--- src/rtl/if_fetch_queue_pkg.sv ---
// Shared fetch-stage types: PC, instruction, queue entry, halt opcode.
// Imported by if_queue and if_fetch_queue.
package if_fetch_queue_pkg;

  localparam int IF_PC_W    = 8;
  localparam int IF_INSTR_W = 32;

  typedef logic [IF_PC_W-1:0]    ProgramCounter;
  typedef logic [IF_INSTR_W-1:0] Instruction;

  typedef struct packed {
    ProgramCounter next_pc;
    Instruction    instr;
  } IF_entry;

  localparam Instruction HALT_INSTR = '1;

endpackage

--- src/rtl/if_queue.sv ---
// Small FIFO of fetched entries with synchronous clear.
// Head entry and head-valid are registered; no write-to-read bypass.
module if_queue
  import if_fetch_queue_pkg::*;
#(
  parameter int QDEPTH = 2
) (
  input  logic                         clk,
  input  logic                         rst,
  input  logic                         clear,
  input  logic                         push,
  input  logic                         pop,
  input  IF_entry                      din,
  output IF_entry                      head,
  output logic                         head_valid,
  output logic [$clog2(QDEPTH+1)-1:0]  count
);

  localparam int PW = $clog2(QDEPTH);
  localparam int CW = $clog2(QDEPTH+1);

  IF_entry         mem_q [QDEPTH];
  IF_entry         mem_d [QDEPTH];
  logic [PW-1:0]   wr_q, wr_d;
  logic [PW-1:0]   rd_q, rd_d;
  logic [CW-1:0]   cnt_q, cnt_d;
  IF_entry         head_q, head_d;
  logic            valid_q, valid_d;
  logic            push_ok, pop_ok;

  function automatic logic [PW-1:0] inc(input logic [PW-1:0] p);
    return (p == PW'(QDEPTH-1)) ? '0 : p + 1'b1;
  endfunction

  // Next pointers, count, storage and registered head.
  always_comb begin
    mem_d   = mem_q;
    wr_d    = wr_q;
    rd_d    = rd_q;
    cnt_d   = cnt_q;
    head_d  = head_q;
    valid_d = valid_q;
    pop_ok  = pop & (cnt_q != '0);
    push_ok = push & ((cnt_q < CW'(QDEPTH)) | pop_ok);
    if (clear) begin
      wr_d    = '0;
      rd_d    = '0;
      cnt_d   = '0;
      valid_d = 1'b0;
    end else begin
      if (push_ok) begin
        mem_d[wr_q] = din;
        wr_d        = inc(wr_q);
      end
      if (pop_ok) rd_d = inc(rd_q);
      cnt_d   = cnt_q + CW'(push_ok) - CW'(pop_ok);
      valid_d = (cnt_d != '0);
      if (cnt_d != '0) head_d = mem_d[rd_d];
    end
  end

  // Queue state registers.
  always_ff @(posedge clk or negedge rst) begin
    if (!rst) begin
      mem_q   <= '{default: '0};
      wr_q    <= '0;
      rd_q    <= '0;
      cnt_q   <= '0;
      head_q  <= '0;
      valid_q <= 1'b0;
    end else begin
      mem_q   <= mem_d;
      wr_q    <= wr_d;
      rd_q    <= rd_d;
      cnt_q   <= cnt_d;
      head_q  <= head_d;
      valid_q <= valid_d;
    end
  end

  assign head       = head_q;
  assign head_valid = valid_q;
  assign count      = cnt_q;

endmodule

--- src/rtl/if_fetch_queue.sv ---
// Instruction-fetch stage: PC, redirects, fetch queue to decode.
// Optional halt-on-all-ones fetch enabled by macro IF_HALT_EN.
module if_fetch_queue
  import if_fetch_queue_pkg::*;
#(
  parameter int                PC_W     = IF_PC_W,
  parameter int                INSTR_W  = IF_INSTR_W,
  parameter int                QDEPTH   = 2,
  parameter logic [PC_W-1:0]   RESET_PC = '0
) (
  input  logic                 clk,
  input  logic                 rst,
  input  logic                 stall,
  input  logic                 branch_taken,
  input  logic [PC_W-1:0]      pc_branch,
  input  logic                 jmp,
  input  logic [PC_W-1:0]      pc_jmp,
  output logic [PC_W-1:0]      imem_addr,
  input  logic [INSTR_W-1:0]   imem_instr,
  output logic                 fd_valid,
  output logic [PC_W-1:0]      fd_pc,
  output logic [INSTR_W-1:0]   fd_instr,
  output logic                 flush,
  output logic                 halted
);

  localparam int CW = $clog2(QDEPTH+1);

  ProgramCounter  pc_q, pc_d;
  logic           flush_q, flush_d;
  logic           redirect;
  ProgramCounter  target;
  logic           pop, push;
  logic           halt_st;
  IF_entry        q_din, q_head;
  logic           q_valid;
  logic [CW-1:0]  q_count;

`ifdef IF_HALT_EN
  logic halted_q, halted_d;

  // Halt after pushing an all-ones word; redirect releases it.
  always_comb begin
    halted_d = halted_q;
    if (redirect)
      halted_d = 1'b0;
    else if (push && (imem_instr == HALT_INSTR))
      halted_d = 1'b1;
  end

  // Halt state register.
  always_ff @(posedge clk or negedge rst) begin
    if (!rst) halted_q <= 1'b0;
    else      halted_q <= halted_d;
  end

  assign halt_st = halted_q;
`else
  assign halt_st = 1'b0;
`endif

  // Handshake, push qualification and next PC.
  always_comb begin
    redirect = branch_taken | jmp;
    target   = branch_taken ? pc_branch : pc_jmp;
    pop      = q_valid & ~stall;
    push     = ~redirect
             & ((q_count < CW'(QDEPTH)) | pop)
             & ~halt_st;
    pc_d     = pc_q;
    if (redirect)  pc_d = target;
    else if (push) pc_d = pc_q + 1'b1;
    flush_d  = redirect;
    q_din    = '{next_pc: pc_q + 1'b1, instr: imem_instr};
  end

  // PC and flush registers.
  always_ff @(posedge clk or negedge rst) begin
    if (!rst) begin
      pc_q    <= RESET_PC;
      flush_q <= 1'b0;
    end else begin
      pc_q    <= pc_d;
      flush_q <= flush_d;
    end
  end

  if_queue #(
    .QDEPTH (QDEPTH)
  ) u_queue (
    .clk        (clk),
    .rst        (rst),
    .clear      (redirect),
    .push       (push),
    .pop        (pop),
    .din        (q_din),
    .head       (q_head),
    .head_valid (q_valid),
    .count      (q_count)
  );

  assign imem_addr = pc_q;
  assign fd_valid  = q_valid;
  assign fd_pc     = q_head.next_pc;
  assign fd_instr  = q_head.instr;
  assign flush     = flush_q;
  assign halted    = halt_st;

endmodule

--- config.mk ---
export PLATFORM = sky130hd
export DESIGN_NAME = if_fetch_queue
export DESIGN_NICKNAME = d
export VERILOG_FILES = /design/src/rtl/if_fetch_queue_pkg.sv /design/src/rtl/if_queue.sv /design/src/rtl/if_fetch_queue.sv
export SDC_FILE = /design/constraint.sdc
export NUM_CORES = 1
export LEC_CHECK = 0
export CAP_MARGIN = 20
export CORE_ASPECT_RATIO = 2
export CORE_MARGIN = 3
export CORE_UTILIZATION = 45
export CTS_CLUSTER_DIAMETER = 200
export CTS_CLUSTER_SIZE = 30
export DETAILED_ROUTE_END_ITERATION = 7
export GPL_TIMING_DRIVEN = 0
export PLACE_DENSITY = 0.78
export SKIP_LAST_GASP = 1
export SLEW_MARGIN = 20
export SYNTH_ARGS = -nofsm -noshare
export SYNTH_HDL_FRONTEND = slang
export SYNTH_SLANG_ARGS = --single-unit
--- constraint.sdc ---
create_clock -name clk -period 5.6 [get_ports clk]
set_input_delay 0.56 -clock clk [delete_from_list [all_inputs] [get_ports clk]]
set_output_delay 0.56 -clock clk [all_outputs]
set_load 0.01 [all_outputs]
-- Word-level counts from Yosys, hierarchy flattened
Cells that the tools add are included.
- add/sub/neg operators: 5
- magnitude comparators: 4
- mux-type cells: 19
- bitwise logic cells: 11
- reductions and logical operators: 6
- operators by type and width (cell ; number):
    $mux W40 ; 4
    $bwmux W80 ; 1
    $mux W80 ; 1
    $demux W40 S1 ; 1
    $mux W8 ; 3
    $add A8 B1 Y8 const B ; 1
    $mux W1 ; 8
    $reduce_bool A2 Y1 ; 4
    $and A1 B1 Y1 ; 4
    $ge A2 B2 Y1 const B ; 2
    $not A1 Y2 ; 2
    $or A1 B1 Y1 ; 3
    $add A1 B1 Y1 const B ; 2
    $add A2 B1 Y2 ; 1
    $lt A2 B1 Y1 const B ; 1
    $lt A2 B2 Y1 const B ; 1
    $mux W2 ; 1
    $not A1 Y1 ; 2
    $reduce_and A2 Y1 ; 1
    $sub A2 B1 Y2 ; 1
    $logic_and A1 B1 Y1 ; 1
- flip-flop bits (word level): 134
- input port bits: 53
- output and inout bits: 51
- word-level logic and storage cells: 57

-- Depth between registers and ports, before layout
Gate-level depths: netlist (run 1).
- depth in word-level cells: 10
- gate-level depth with buffers: 11
- gate-level depth less buffers: 8

-- By module
A second synthesis (run 1) with hierarchy kept.
- cell total of the unflattened synthesis: 672
- area, all modules: 6881.6 µm²
- modules (own cells, without submodules) (module ; instances ; cells an instance ; area each (µm²) ; seq. area each (µm²)):
    if_queue ; 1 ; 599 ; 6214.7 ; 3128.0
    if_fetch_queue ; 1 ; 73 ; 666.9 ; 225.2

-- Worst setup path after synthesis (run 1)
OpenSTA, ideal clock, no wires.
- path type: input to register
- start: input stall
- end: register u_queue.head_q (netlist bit u_queue.head[39])
- setup time: 110 ps
- data arrival time: 2314 ps
- data required time: 5490 ps
- path slack: 3175 ps
- stages: 8
- buffers on the path: 2
- cell sequence: or3b_1 o21ai_0 ha_1 o31ai_2 buf_2 buf_4 nand2_1 o41ai_1
- cells in the longest elaborated chain, start to end: 9
- elaborated cells on any way between the ends: 18
- classes of those cells: add/sub (2); mux (6); bitwise (8); reduce/logical (2)
- ends and longest elaborated chain (item ; line ; text):
    start: declaration ; if_fetch_queue.sv:13 ; input logic stall,
    $not A1 Y1 * ; if_fetch_queue.sv:66 ; pop = q_valid & ~stall;
    $and A1 B1 Y1 * ; if_fetch_queue.sv:66 ;
    $or A1 B1 Y1 / $and A1 B1 Y1 (equally long branches) ; if_fetch_queue.sv:68, if_queue.sv:43 ;
    $and A1 B1 Y1, or another cell as far along ; if_fetch_queue.sv:68 ; & ((q_count < CW'(QDEPTH)) | pop)
    $and A1 B1 Y1 / $mux W1 (equally long branches) ; if_queue.sv:44, if_queue.sv:45 ;
    $add A2 B1 Y2, or another cell as far along ; if_queue.sv:56 ; cnt_d = cnt_q + CW'(push_ok) - CW'(pop_ok);
    $sub A2 B1 Y2 / $mux W40 (equally long branches) ; if_queue.sv:56, if_queue.sv:58 ;
    $reduce_bool A2 Y1 / $mux W40 (equally long branches) ; if_queue.sv:58 ; if (cnt_d != '0) head_d = mem_d[rd_d];
    $reduce_and A2 Y1 (no line) / $mux W40 (equally long branches) ; n/a ;
    end signal: assignment ; if_queue.sv:69 ; head_q <= '0;
    end signal: assignment ; if_queue.sv:76 ; head_q <= head_d;
    end: declaration ; if_queue.sv:27 ; IF_entry head_q, head_d;
Every way passes the cells marked *; elsewhere a longest branch is shown, timed or not. The select of a mux whose other input is x is not followed.
A chain may end at the register's enable or synchronous reset.

-- Worst setup path in the final report (run 1)
- start: input branch_taken
- end: register u_queue.head_q (netlist bit u_queue.head[39])
- cells in the longest elaborated chain, start to end: 8
- elaborated cells on any way between the ends: 12
- classes of those cells: add/sub (2); mux (4); bitwise (4); reduce/logical (2)
- ends and longest elaborated chain (item ; line ; text):
    start: declaration ; if_fetch_queue.sv:14 ; input logic branch_taken,
    $or A1 B1 Y1 * ; if_fetch_queue.sv:64 ; redirect = branch_taken | jmp;
    via flush_d ; if_fetch_queue.sv:30 ; logic flush_q, flush_d;
    $not A1 Y1 (no line) * ; n/a ;
    $and A1 B1 Y1 ; if_fetch_queue.sv:68 ;
    $and A1 B1 Y1 ; if_queue.sv:44 ; push_ok = push & ((cnt_q < CW'(QDEPTH)) | pop_ok);
    $add A2 B1 Y2 / $mux W80 (equally long branches) ; if_queue.sv:56, if_queue.sv:51 ;
    $sub A2 B1 Y2 / $mux W40 (equally long branches) ; if_queue.sv:56, if_queue.sv:58 ;
    $reduce_bool A2 Y1 / $mux W40 (equally long branches) ; if_queue.sv:58 ;
    $reduce_and A2 Y1 (no line) / $mux W40 (equally long branches) ; n/a ;
The timed path passes the listed nets; every way through them passes the cells marked *. The select of a mux whose other input is x is not followed.

==> results of run 1 <==
## stage by stage
step / hold WS [ns] / area [um^2] / util
final: 0.109 / 7580 / 0.615
after global routing: 0.128 / 7580 / 0.615
after CTS: 0.114 / 7580 / 0.615
after detailed placement: 0.475 / 7010 / 0.568
after global placement: 0.455 / 6980 / 0.566
after floorplan: 0.264 / 5770 / -
## layer usage
metal | GRT usage | vias to the layer above
met4 | 0.0717 | 0
met2 | 0.359 | 113
met3 | 0.0492 | 15
met1 | 0.206 | 1959
li1 | - | 1841
met5 | 0 | -
## sequential cells by signal, indices dropped and copies added, names as in the netlist
signal	flops
u_queue.mem_q	80
u_queue.head	40
imem_addr	8
u_queue.count	2
flush	1
u_queue.head_valid	1
u_queue.rd_q	1
u_queue.wr_q	1
## synth_stat cells, drive strengths merged, types with 2 or more instances
master / n
nor3: 2
nand3: 3
ha: 2
xnor2: 8
dfrtp: 134
o31a: 2
nand2: 50
o21ai: 49
a211oi: 8
o211ai: 2
mux2: 69
inv: 12
nor2: 12
xor2: 9
clkbuf: 9
nand2b: 3
buf: 17
mux2i: 51
a21oi: 9
## cell families after synthesis
group | Yosys count | share of synthesized area
AND/OR/NAND/NOR | 76 | 0.0564
AO/OA/AOI/OAI | 75 | 0.0765
flip-flops | 134 | 0.581
other | 1 | 0.000650
buffers and inverters | 38 | 0.0325
adder cells (fa/ha/maj) | 2 | 0.00433
XOR/XNOR | 17 | 0.0258
multiplexers | 120 | 0.223
## cell type report
cell class,count,area (um^2)
clock inverter,9,100
buffer,26,143
sequential,134,3350
clock buffer,23,478
fill,977,4750
tap,147,184
timing repair buffer,103,1050
multi-input combinational,291,2230
inverter,12,45.0
## path summary, 6_finish.rpt
check                      slack [ns]  cells after the start           endpoint        startpoint
setup / recovery                 2.48                     10   u_queue.head[39]      branch_taken
hold / removal                   0.11                      1  u_queue.mem_q[40]               rst
setup reg to reg                 2.76                      8   u_queue.head[39]  u_queue.count[0]
hold reg to reg                  0.48                      2   u_queue.head[27]  u_queue.head[27]
max in group asynchronous        4.70                      2   u_queue.head[31]               rst
min in group clk                 0.48                      2   u_queue.head[27]  u_queue.head[27]
## critical path, stage by stage
cell	delay [ns]
clkdlybuf4s50_1	0.56
nor2_4	0.27
inv_2	0.10
a21oi_1	0.18
ha_1	0.28
o31ai_2	0.72
buf_2	0.37
buf_4	0.23
nand2_1	0.07
o41ai_1	0.06
## report_power, final
part | internal, mW | switching [mW]
clock | 0.687 | 0.390
sequential | 1.20 | 0.103
combinational | 0.380 | 0.295
total | 2.27 | 0.788
==> reports/results.txt, run 1 <==
Status - complete, no violations
Static leakage - 3.46 nW
Max Used Layer - met4
Initial core utilization - 0.468
Ys flop type - dfrtp_1
Hold Crit Class - input port to asynchronous set/reset pin
WL met2 - 7540 um
Area leader, netlist - dfrtp_1
Die Footprint - 14300 um^2
Clk root buf - clkbuf_16
Post-route ant nets - 0
Critical Path Source Type - input port
Routed len/inst - 17.6 um
Slew @ Worst Pin - 0.809 ns
Initial DRT Pass Iterations - 4
Num rows - 57
I/O Buffers - 102
Die Ht - 166 um
YS warnings - 0
Pin count of the biggest net entering global routing - 81
Area contributors post-synth - dfrtp_1 58%, mux2_2 13%, mux2i_1 8.8%
Setup Crit Path Kind - input port to register
Setup_tns - 0 ns
Cell Area, Synth - 5770 um^2
Power, Total - 3.05 mW
FMAX - 320 MHz
Cts hold-fix bufs - 0
GRT overflow - 0
Resize count post-CTS - 0
RD Place Congestion - 0.852
Post-CTS Setup Bufs - 0
Worst-Skew Late Latency - 0.41 ns
Syn_nets - 518
Starting DRT DRC Count - 182
Die X - 86.1 um
Total track usage - 0.195
Finished Layout Cells - 745
Number of buffers created by CTS - 17
Placement Setup Slack - 2.00 ns
HPWL after DPL - 9370 um
TritonCTS clock tree - done
Clk buf depth - 2
Core area - 12300 um^2
Final Cycle Share - 0.557
Clock Sinks - 134
WL met3 - 548 um
Final setup violation count - 0
Setup Skew - 0.00737 ns
Final #Nets - 640
Arrival time worst endpoint - 3.41 ns
Yosys top cell area share - 0.581
Post-synthesis sequential area ratio - 0.581
Wl on met1 - 4750 um
Setup WS post-layout - 2.48 ns
Most frequent cells in the layout - 134 x dfrtp_1, 101 x clkdlybuf4s50_1, 69 x mux2_2
RSZ-0062 raised after global routing - false
Critical Path RT - 5.89 ns
# DRC - 0
ANT cells - 0
First-pass GRT wire length - 21600 um
Yosys reg bits - 134
Gate Count Post-Synth - 463
Initial antenna violation count - 0
Element type at the critical path end - register
Final Hold Viols - 0
Worst-path clk slew - 0.06 ns
Boundary Pins - 104
Vias - 3928
Unique masters post-synth - 38
Vias in the first global route - 4390
Max-Cap Viols - 0
Period minus WS final - 3.12 ns
Post-Place Cells - 713
DR vias/cell - 5.27
Most common cell after layout, fill and taps aside - dfrtp_1
Crit-path max FO - 10
Pwr per Cell Area - 403 nW/um^2
Share of post-route cells with drive strength above 1 - 0.199
Max IR drop VDD - 331 uV
Synthesized area per cell - 12.5 um^2
Htree depth - 4
Async S/R FF share, synth - 1.00
Count of pins over their slew limit - 0
Syn-to-layout area delta - 31.4%
Final WL - 13100 um
Post-synth EDFFs - 0
Relative slew margins - 0.457
No activity file was read; power rests on OpenSTA's default activity.
==> inputs of run 2 (changes only) <==
Clock period 5.6 ns to 3.2 ns, I/O delays scaled along.
==> run 2 against run 1 <==
Count of clock-buffer cells in the layout did not move. Sequential share of layout area fell by 0.058 points. Hold slack improved by 0.33 ns. Clock skew rose by 0.0013 ns. Non-clock buffer count rose by 1. Via count barely moved. Routed wire length did not move. Design area rose by 0.13%. Register-to-register slack got worse by 2.4 ns. Die area did not move. Worst setup slack got worse by 2.2 ns. Critical path type unchanged.
==> reports/results.txt, run 2 (synthesis gave the netlist of run 1 again) <==
Boundary Pins - 104 (unchanged)
Period minus WS final - 2.90 ns
ANT cells - 0 (unchanged)
Most common cell after layout, fill and taps aside - dfrtp_1
Vias in the first global route - 4391 (+0.023%)
Max IR drop VDD - 575 uV (+74%)
Share of post-route cells with drive strength above 1 - 0.199 (-0.000332)
Post-route ant nets - 0 (unchanged)
Final #Nets - 641 (+0.16%)
Top reg by flops - u_queue.mem_q
Core area - 12300 um^2 (unchanged)
First-pass GRT wire length - 21600 um (about the same)
Pwr per Cell Area - 704 nW/um^2 (+75%)
Initial DRT Pass Iterations - 4 (unchanged)
Final WL - 13100 um (unchanged)
RSZ-0062 raised after global routing - false
Post-CTS Setup Bufs - 0 (unchanged)
Buf+Inv Stages, Crit Path - 4 (unchanged)
Worst-path clk slew - 0.06 ns (about the same)
Cts hold-fix bufs - 1 (+1)
Slew @ Worst Pin - 0.813 ns (+0.00312 ns)
Die X - 86.1 um (unchanged)
Count of pins over their slew limit - 0 (unchanged)
TritonCTS clock tree - done
Critical Path RT - 3.49 ns (-2.40 ns)
Element type at the critical path end - register
Final setup violation count - 0 (unchanged)
Static leakage - 3.46 nW (+0.12%)
Fin util - 0.616 (+0.000811)
Critical Path Source Type - input port
Setup_tns - 0 ns (unchanged)
Placement Setup Slack - -0.156 ns (-2.16 ns)
Slowest stage cell on the critical path - o31ai_2
Syn-to-layout area delta - 31.6%
Power, Total - 5.35 mW (+75%)
Setup Crit Path Kind - input port to register
Num rows - 57 (unchanged)
Setup Skew - 0.00869 ns (+0.00132 ns)
Die Ht - 166 um (unchanged)
WHS - 0.440 ns (+0.331 ns)
Setup WS post-layout - 0.305 ns (-2.17 ns)
Arrival time worst endpoint - 3.18 ns (-0.23 ns)
Relative slew margins - 0.455 (-0.00209)
Top Family by Delay on Critical Path - buffers and inverters
Number of buffers created by CTS - 17 (unchanged)
Initial antenna violation count - 0 (unchanged)
Routed len/inst - 17.6 um (-0.13%)
GRT overflow - 0 (unchanged)
Max stage delay on crit path - 0.72 ns (about the same)
CP Cell Sequence - clkdlybuf4s50_1 -> nor2_4 -> inv_2 -> a21oi_1 -> ha_1 -> o31ai_2 -> buf_2 -> buf_4 -> nand2_1 -> o41ai_1
Total track usage - 0.195 (about the same)
Resize count post-CTS - 0 (unchanged)
Max FFs per register - 80 (unchanged)
Hold Crit Class - input port to asynchronous set/reset pin
Final Cycle Share - 0.905
Htree depth - 4 (unchanged)
FMAX - 345 MHz
Worst-Skew Late Latency - 0.41 ns (about the same)
Crit-path max FO - 10 (unchanged)
Most frequent cells in the layout - 134 x dfrtp_1, 101 x clkdlybuf4s50_1, 69 x mux2_2
Vias - 3926 (-0.051%)
Max-Cap Viols - 0 (unchanged)
RD Place Congestion - 0.852 (unchanged)
Die Footprint - 14300 um^2 (unchanged)
I/O Buffers - 102 (unchanged)
DR vias/cell - 5.26 (-0.18%)
Clk root buf - clkbuf_16
Status - complete, no violations
Initial core utilization - 0.468 (unchanged)
Pin count of the biggest net entering global routing - 81 (unchanged)
# DRC - 0 (unchanged)
HPWL after DPL - 9370 um (unchanged)
Starting DRT DRC Count - 168 (-7.7%)
Final Hold Viols - 0 (unchanged)
Clk buf depth - 2 (unchanged)
Clock Sinks - 134 (unchanged)
-- run 2: changes by cell type in the layout (fill, tap and decap cells not counted) --
cell	delta
dlygate4sd3_1	+1
-- run 2: final cells by class --
type	instances	area (um^2)
fill	976	4740
sequential	134	3350
multi-input combinational	291	2230
timing repair buffer	104	1060
clock buffer	23	478
tap	147	184
buffer	26	143
clock inverter	9	100
inverter	12	45.0
-- run 2: stage by stage --
step	cell area, um^2	cells
floorplan	5770	463
global placement	6980	712
detailed placement	7010	713
CTS	7590	746
global route	7590	746
finish	7590	746
-- run 2: path summary, 6_finish.rpt --
kind / startpoint / end / slack [ns] / cells after the start
worst max-delay path: branch_taken / u_queue.head[39] / 0.30 / 10
worst min-delay path: rst / u_queue.mem_q[40] / 0.44 / 2
worst max register to register: u_queue.count[0] / u_queue.head[39] / 0.35 / 8
worst min register to register: u_queue.head[27] / u_queue.head[27] / 0.48 / 2
max in group asynchronous: rst / u_queue.mem_q[62] / 1.98 / 3
min in group clk: pc_branch[6] / imem_addr[6] / 0.47 / 3
-- run 2: routing by layer --
layer | part of all wire | track usage
met5 | 0 | 0
met4 | 0.020 | 0.0717
met3 | 0.040 | 0.0492
met2 | 0.58 | 0.359
met1 | 0.36 | 0.207
-- run 2: power by group --
| group | total [mW] | internal (mW) | switching, mW |
|---|---|---|---|
| registers | 2.28 | 2.10 | 0.181 |
| clock network | 1.88 | 1.20 | 0.681 |
| logic | 1.18 | 0.665 | 0.516 |
| total | 5.35 | 3.97 | 1.38 |
==> inputs of run 3 (changes only) <==
Settings changed: CORE_MARGIN 3 to 2, PLACE_DENSITY 0.78 to default, PLACE_DENSITY_LB_ADDON from default to 0.12, REMOVE_ABC_BUFFERS from default to 1.
==> run 3 against run 2 <==
Critical path depth stayed put. Maximum frequency grew 0.57%. Worst setup slack better by 0.016 ns. Core utilization is 0.79 points higher. Count of clock-buffer cells in the layout shrank 5. Hold slack got worse by 0.081 ns. Routed wire length fell by 7.8%. Sequential share of layout area decreased by 1.3 points. Die area is 3.5% lower. Sequential power is essentially flat. Non-clock buffer count is 7 lower. Design area up 3.1%. Critical path type unchanged. Largest power group unchanged. Highest routed layer unchanged.
==> reports/results.txt, run 3 (synthesis gave the netlist of run 1 again) <==
Htree depth - 4 (unchanged)
Routed len/inst - 16.3 um (-7.3%)
Die Ht - 164 um (-1.2%)
Status - complete, no violations
Pin count of the biggest net entering global routing - 100 (+23%)
Starting DRT DRC Count - 105 (-38%)
I/O Buffers - 102 (unchanged)
Top reg by flops - u_queue.mem_q
FMAX - 347 MHz (+0.57%)
HPWL after DPL - 8540 um (-8.8%)
Setup Skew - 0.0173 ns (+0.00858 ns)
Arrival time worst endpoint - 3.17 ns (about the same)
TritonCTS clock tree - done
Worst-Skew Late Latency - 0.41 ns (about the same)
First-pass GRT wire length - 19700 um (-8.7%)
Resize count post-CTS - 0 (unchanged)
Die X - 84.1 um (-2.3%)
Clock Sinks - 134 (unchanged)
Pwr per Cell Area - 723 nW/um^2 (+2.6%)
GRT overflow - 0 (unchanged)
Element type at the critical path end - register
Critical Path Source Type - input port
Static leakage - 3.58 nW (+3.3%)
Total track usage - 0.183 (-0.0113)
ANT cells - 0 (unchanged)
Final setup violation count - 0 (unchanged)
Num rows - 58 (+1.8%)
Share of post-route cells with drive strength above 1 - 0.215 (+0.0159)
Max IR drop VDD - 475 uV (-17%)
Vias - 3848 (-2.0%)
Vias in the first global route - 4111 (-6.4%)
Boundary Pins - 104 (unchanged)
Slew @ Worst Pin - 0.625 ns (-0.188 ns)
Clk root buf - clkbuf_16
DR vias/cell - 5.19 (-1.5%)
Max FFs per register - 80 (unchanged)
Period minus WS final - 2.88 ns (-0.0163 ns)
Fin util - 0.623 (+0.00792)
Most frequent cells in the layout - 134 x dfrtp_1, 101 x clkdlybuf4s50_1, 69 x mux2_2
Count of pins over their slew limit - 0 (unchanged)
Die Footprint - 13800 um^2 (-3.5%)
Initial antenna violation count - 0 (unchanged)
Max-Cap Viols - 0 (unchanged)
Relative slew margins - 0.582 (+0.127)
Clk buf depth - 2 (unchanged)
Setup Crit Path Kind - input port to register
Critical Path RT - 3.49 ns (about the same)
Final WL - 12100 um (-7.8%)
Hold Crit Class - input port to asynchronous set/reset pin
RSZ-0062 raised after global routing - false
Crit-path max FO - 12 (+2)
Final Cycle Share - 0.900 (-0.00510)
Core area - 12600 um^2 (+1.8%)
RD Place Congestion - 0.843 (-1.2%)
Most common cell after layout, fill and taps aside - dfrtp_1
Post-route ant nets - 0 (unchanged)
Syn-to-layout area delta - 35.6%
# DRC - 0 (unchanged)
Setup_tns - 0 ns (unchanged)
Initial core utilization - 0.460 (-0.00807)
Number of buffers created by CTS - 17 (unchanged)
Final Hold Viols - 0 (unchanged)
Worst-path clk slew - 0.06 ns (about the same)
Final #Nets - 634 (-1.1%)
Initial DRT Pass Iterations - 4 (unchanged)
==> run 3: worst paths after layout <==
path                            depth (start not counted)          endpoint             start  slack, ns
worst min register to register                          2  u_queue.head[36]  u_queue.head[36]       0.48
min in group clk                                        3      imem_addr[7]      pc_branch[7]       0.47
worst max register to register                          8  u_queue.head[15]  u_queue.count[1]       0.53
max in group asynchronous                               3  u_queue.head[18]               rst       2.06
worst min-delay path                                    2  u_queue.mem_q[7]               rst       0.36
worst max-delay path                                   10   u_queue.head[1]               jmp       0.32
==> run 3: repair_timing <==
action,CTS,global route
endpoints found under the setup margin,0,1
setup buffers,0,2
hold buffers,1,0
hold endpoints to repair,35,0
==> run 3: routing by layer <==
metal  track usage  vias to the layer above  part of all wire
li1              -                     1834                 -
met2         0.318                       97              0.53
met4        0.0902                        0             0.030
met5             0                        -                 0
met1         0.208                     1895              0.40
met3        0.0467                       22             0.034
==> run 3: worst max-delay path, cell delays in order <==
cell,delay [ns]
clkdlybuf4s50_1,0.69
nor2_4,0.34
inv_2,0.12
a211oi_4,0.48
buf_6,0.23
buf_6,0.20
buf_6,0.17
mux2_2,0.35
mux2i_1,0.16
o21ai_0,0.09
==> run 3: layout make-up <==
type | count | area [um^2]
clock buffer | 18 | 429
clock inverter | 14 | 246
fill | 1011 | 4730
inverter | 12 | 45.0
multi-input combinational | 291 | 2270
sequential | 134 | 3350
tap | 150 | 188
timing repair buffer | 123 | 1300
==> run 3: stage by stage <==
step / cells / instance area, um^2 / hold WS [ns] / worst slack (ns) / total power [mW]
after floorplan: 437 / 5630 / 0.0244 / -0.974 / 2.85
after global placement: 689 / 6840 / 0.457 / -3.25 / 3.42
after detailed placement: 707 / 7130 / 0.212 / -0.184 / 3.49
after CTS: 740 / 7810 / 0.363 / 0.257 / 5.73
after global routing: 742 / 7830 / 0.372 / 0.159 / 5.94
final: 742 / 7830 / 0.359 / 0.321 / 5.66
==> run 3: report_power, final <==
group	switching (mW)	total, mW	internal, mW
Combinational	0.508	1.18	0.673
Clock	0.739	2.21	1.47
Sequential	0.166	2.26	2.10
Total	1.41	5.66	4.24
==> RTL change, RTL diff (flow settings as in run 3) <==
The option `IF_HALT_EN` is turned on by a define.
--- a/src/rtl/if_fetch_queue.sv
+++ b/src/rtl/if_fetch_queue.sv
@@ -1,5 +1,7 @@
 // Instruction-fetch stage: PC, redirects, fetch queue to decode.
 // Optional halt-on-all-ones fetch enabled by macro IF_HALT_EN.
+`define IF_HALT_EN
+
 module if_fetch_queue
   import if_fetch_queue_pkg::*;
 #(
Check against the original RTL: not equivalent (Yosys sat finds a counterexample within 4 cycles, from zero or initial values and one cycle with rst low).
==> RTL change against run 3 <==
Clock power decreased by 9.5%; worst setup slack lost 160 ps; power up 0.21%; sequential cell count increased by 1; final area grew 15%; hold slack better by 44 ps; maximum frequency shrank 5.3%; register-to-register slack lost 370 ps; wire length rose by 52%; sequential power up 7%; via count grew 45%; global-route usage grew 4.5 points; synthesized area up 19%; largest cell class unchanged.
==> RTL change: results (changes against run 3) <==
Run status
  • Status: completed

Timing
  • Max_slew headroom: 0.308 (-0.274)
  • Skew final: 8.92 ps (-8.34 ps)

Worst setup path
  • Crit path arrival time: 3350 ps (+180 ps)
  • R2r startpoint: u_queue.head_valid
  • Critical path's largest stage delay: 400 ps (-290 ps)
  • Crit Path Max Fanout: 26 (+14)
  • Worst Setup SP: u_queue.head_valid

Synth
  • Synth top area cells: dfrtp_1, mux2_2, mux2i_1
  • Compound-Gate Fraction of Synth Area: 0.218 (+0.141)
  • Seq/Total Area, Yosys: 0.491 (-0.0894)
  • Synth top cells by count: dfrtp_1, mux2_2, o21ai_0
  • Mux share of post-synthesis cell area: 0.171 (-0.0519)
  • Synth Area in Adders: 0.00546 (+0.00113)
  • Synthesized area per cell: 11.1 um^2 (-11%)
  • XOR/XNOR Fraction of Synth Area: 0.0204 (-0.00541)
  • Unique cell type count in the Yosys netlist: 50 (+32%)

Global route
  • GRT met1 Usage: 0.268 (+0.0594)
  • Global-route wire length before repair: 29400 um (+49%)
  • Gr usage total: 0.229 (+0.0451)
  • Vias in the first global route: 5806 (+41%)
  • Maximum number of pins on one net before global-route repair: 87 (-13%)
  • Initial antenna violation count: 0 (unchanged)

Routing
  • Total wire length: 18400 um (+52%)
  • Wire length per cell: 19.9 um (+22%)
  • Post-DR vias/cell: 6.04 (+16%)
  • First DRT Iteration DRCs: 385 (+270%)
  • Routed length on met1: 7440 um (+52%)
  • Routed wl met2: 9780 um (+53%)
  • Pre-antenna DRT Iters: 5 (+1)

Place
  • Setup slack at placement: -1130 ps (-943 ps)
  • Buffers added on ports: 103 (+0.98%)
  • Placed Area: 0.00829 mm^2 (+16%)
  • Final GP Congestion: 0.773 (-8.2%)
  • Dpl cells: 884 (+25%)
  • Placed wire-length estimate: 11800 um (+38%)

Power
  • Static Leak: 3.53 nW (-1.4%)

Cells and area
  • Layout Nets: 771 (+22%)
  • Share of post-route cells with drive strength above 1: 0.192 (-0.0222)
RTL change: cell types whose count changed after synthesis, moves of 7 or more:
cell / change
nand4_1: +7
mux2i_1: -10
o22ai_1: +36
o221ai_1: +34
nand2_1: -24
a21oi_1: +36
o21ai_1: -13
clkbuf_1: +18
o21ai_0: +19
a22o_1: +34
nor2_1: +9
RTL change: per-stage QoR:
step                      power [mW]  TNS (ps)
final                           5.67         0
after global routing            5.94         0
after CTS                       5.71         0
after detailed placement        3.71    -38230
after global placement          3.62   -999370
after floorplan                 3.01   -168950
RTL change: area by class of cell:
class / instances / area (um^2)
flip-flops and latches: 135 / 3380
multi-input cells: 427 / 3290
well taps: 195 / 244
clock inverters: 14 / 160
fillers: 1229 / 5930
clock buffers: 18 / 439
repair buffers: 126 / 1420
inverters: 8 / 33.8
RTL change: path summary, 6_finish.rpt:
check | slack, ps | end | cells after the start
hold / removal | 400 | u_queue.head[31] | 2
max in group asynchronous | 2030 | u_queue.mem_q[24] | 3
setup / recovery | 160 | u_queue.head[11] | 14
hold reg to reg | 490 | u_queue.head[38] | 2
setup reg to reg | 160 | u_queue.head[11] | 14
min in group clk | 420 | imem_addr[1] | 3
RTL change: timing repair:
| action | 4_1_cts | 5_1_grt |
|---|---|---|
| endpoints found under the setup margin | 41 | 38 |
| resized for setup | 2 | 6 |
| hold endpoints to repair | 49 | 0 |
| hold buffers | 1 | 0 |
| pin swaps | 3 | 0 |
| buffers inserted | 3 | 3 |
RTL change: power groups by stage:
stage / logic, mW / registers [mW] / clock network (mW)
global placement: 1.21 / 2.41 / 0
detailed placement: 1.27 / 2.44 / 0
CTS: 1.28 / 2.41 / 2.03
global route: 1.37 / 2.46 / 2.10
floorplan: 0.572 / 2.44 / 0
finish: 1.26 / 2.41 / 2.00
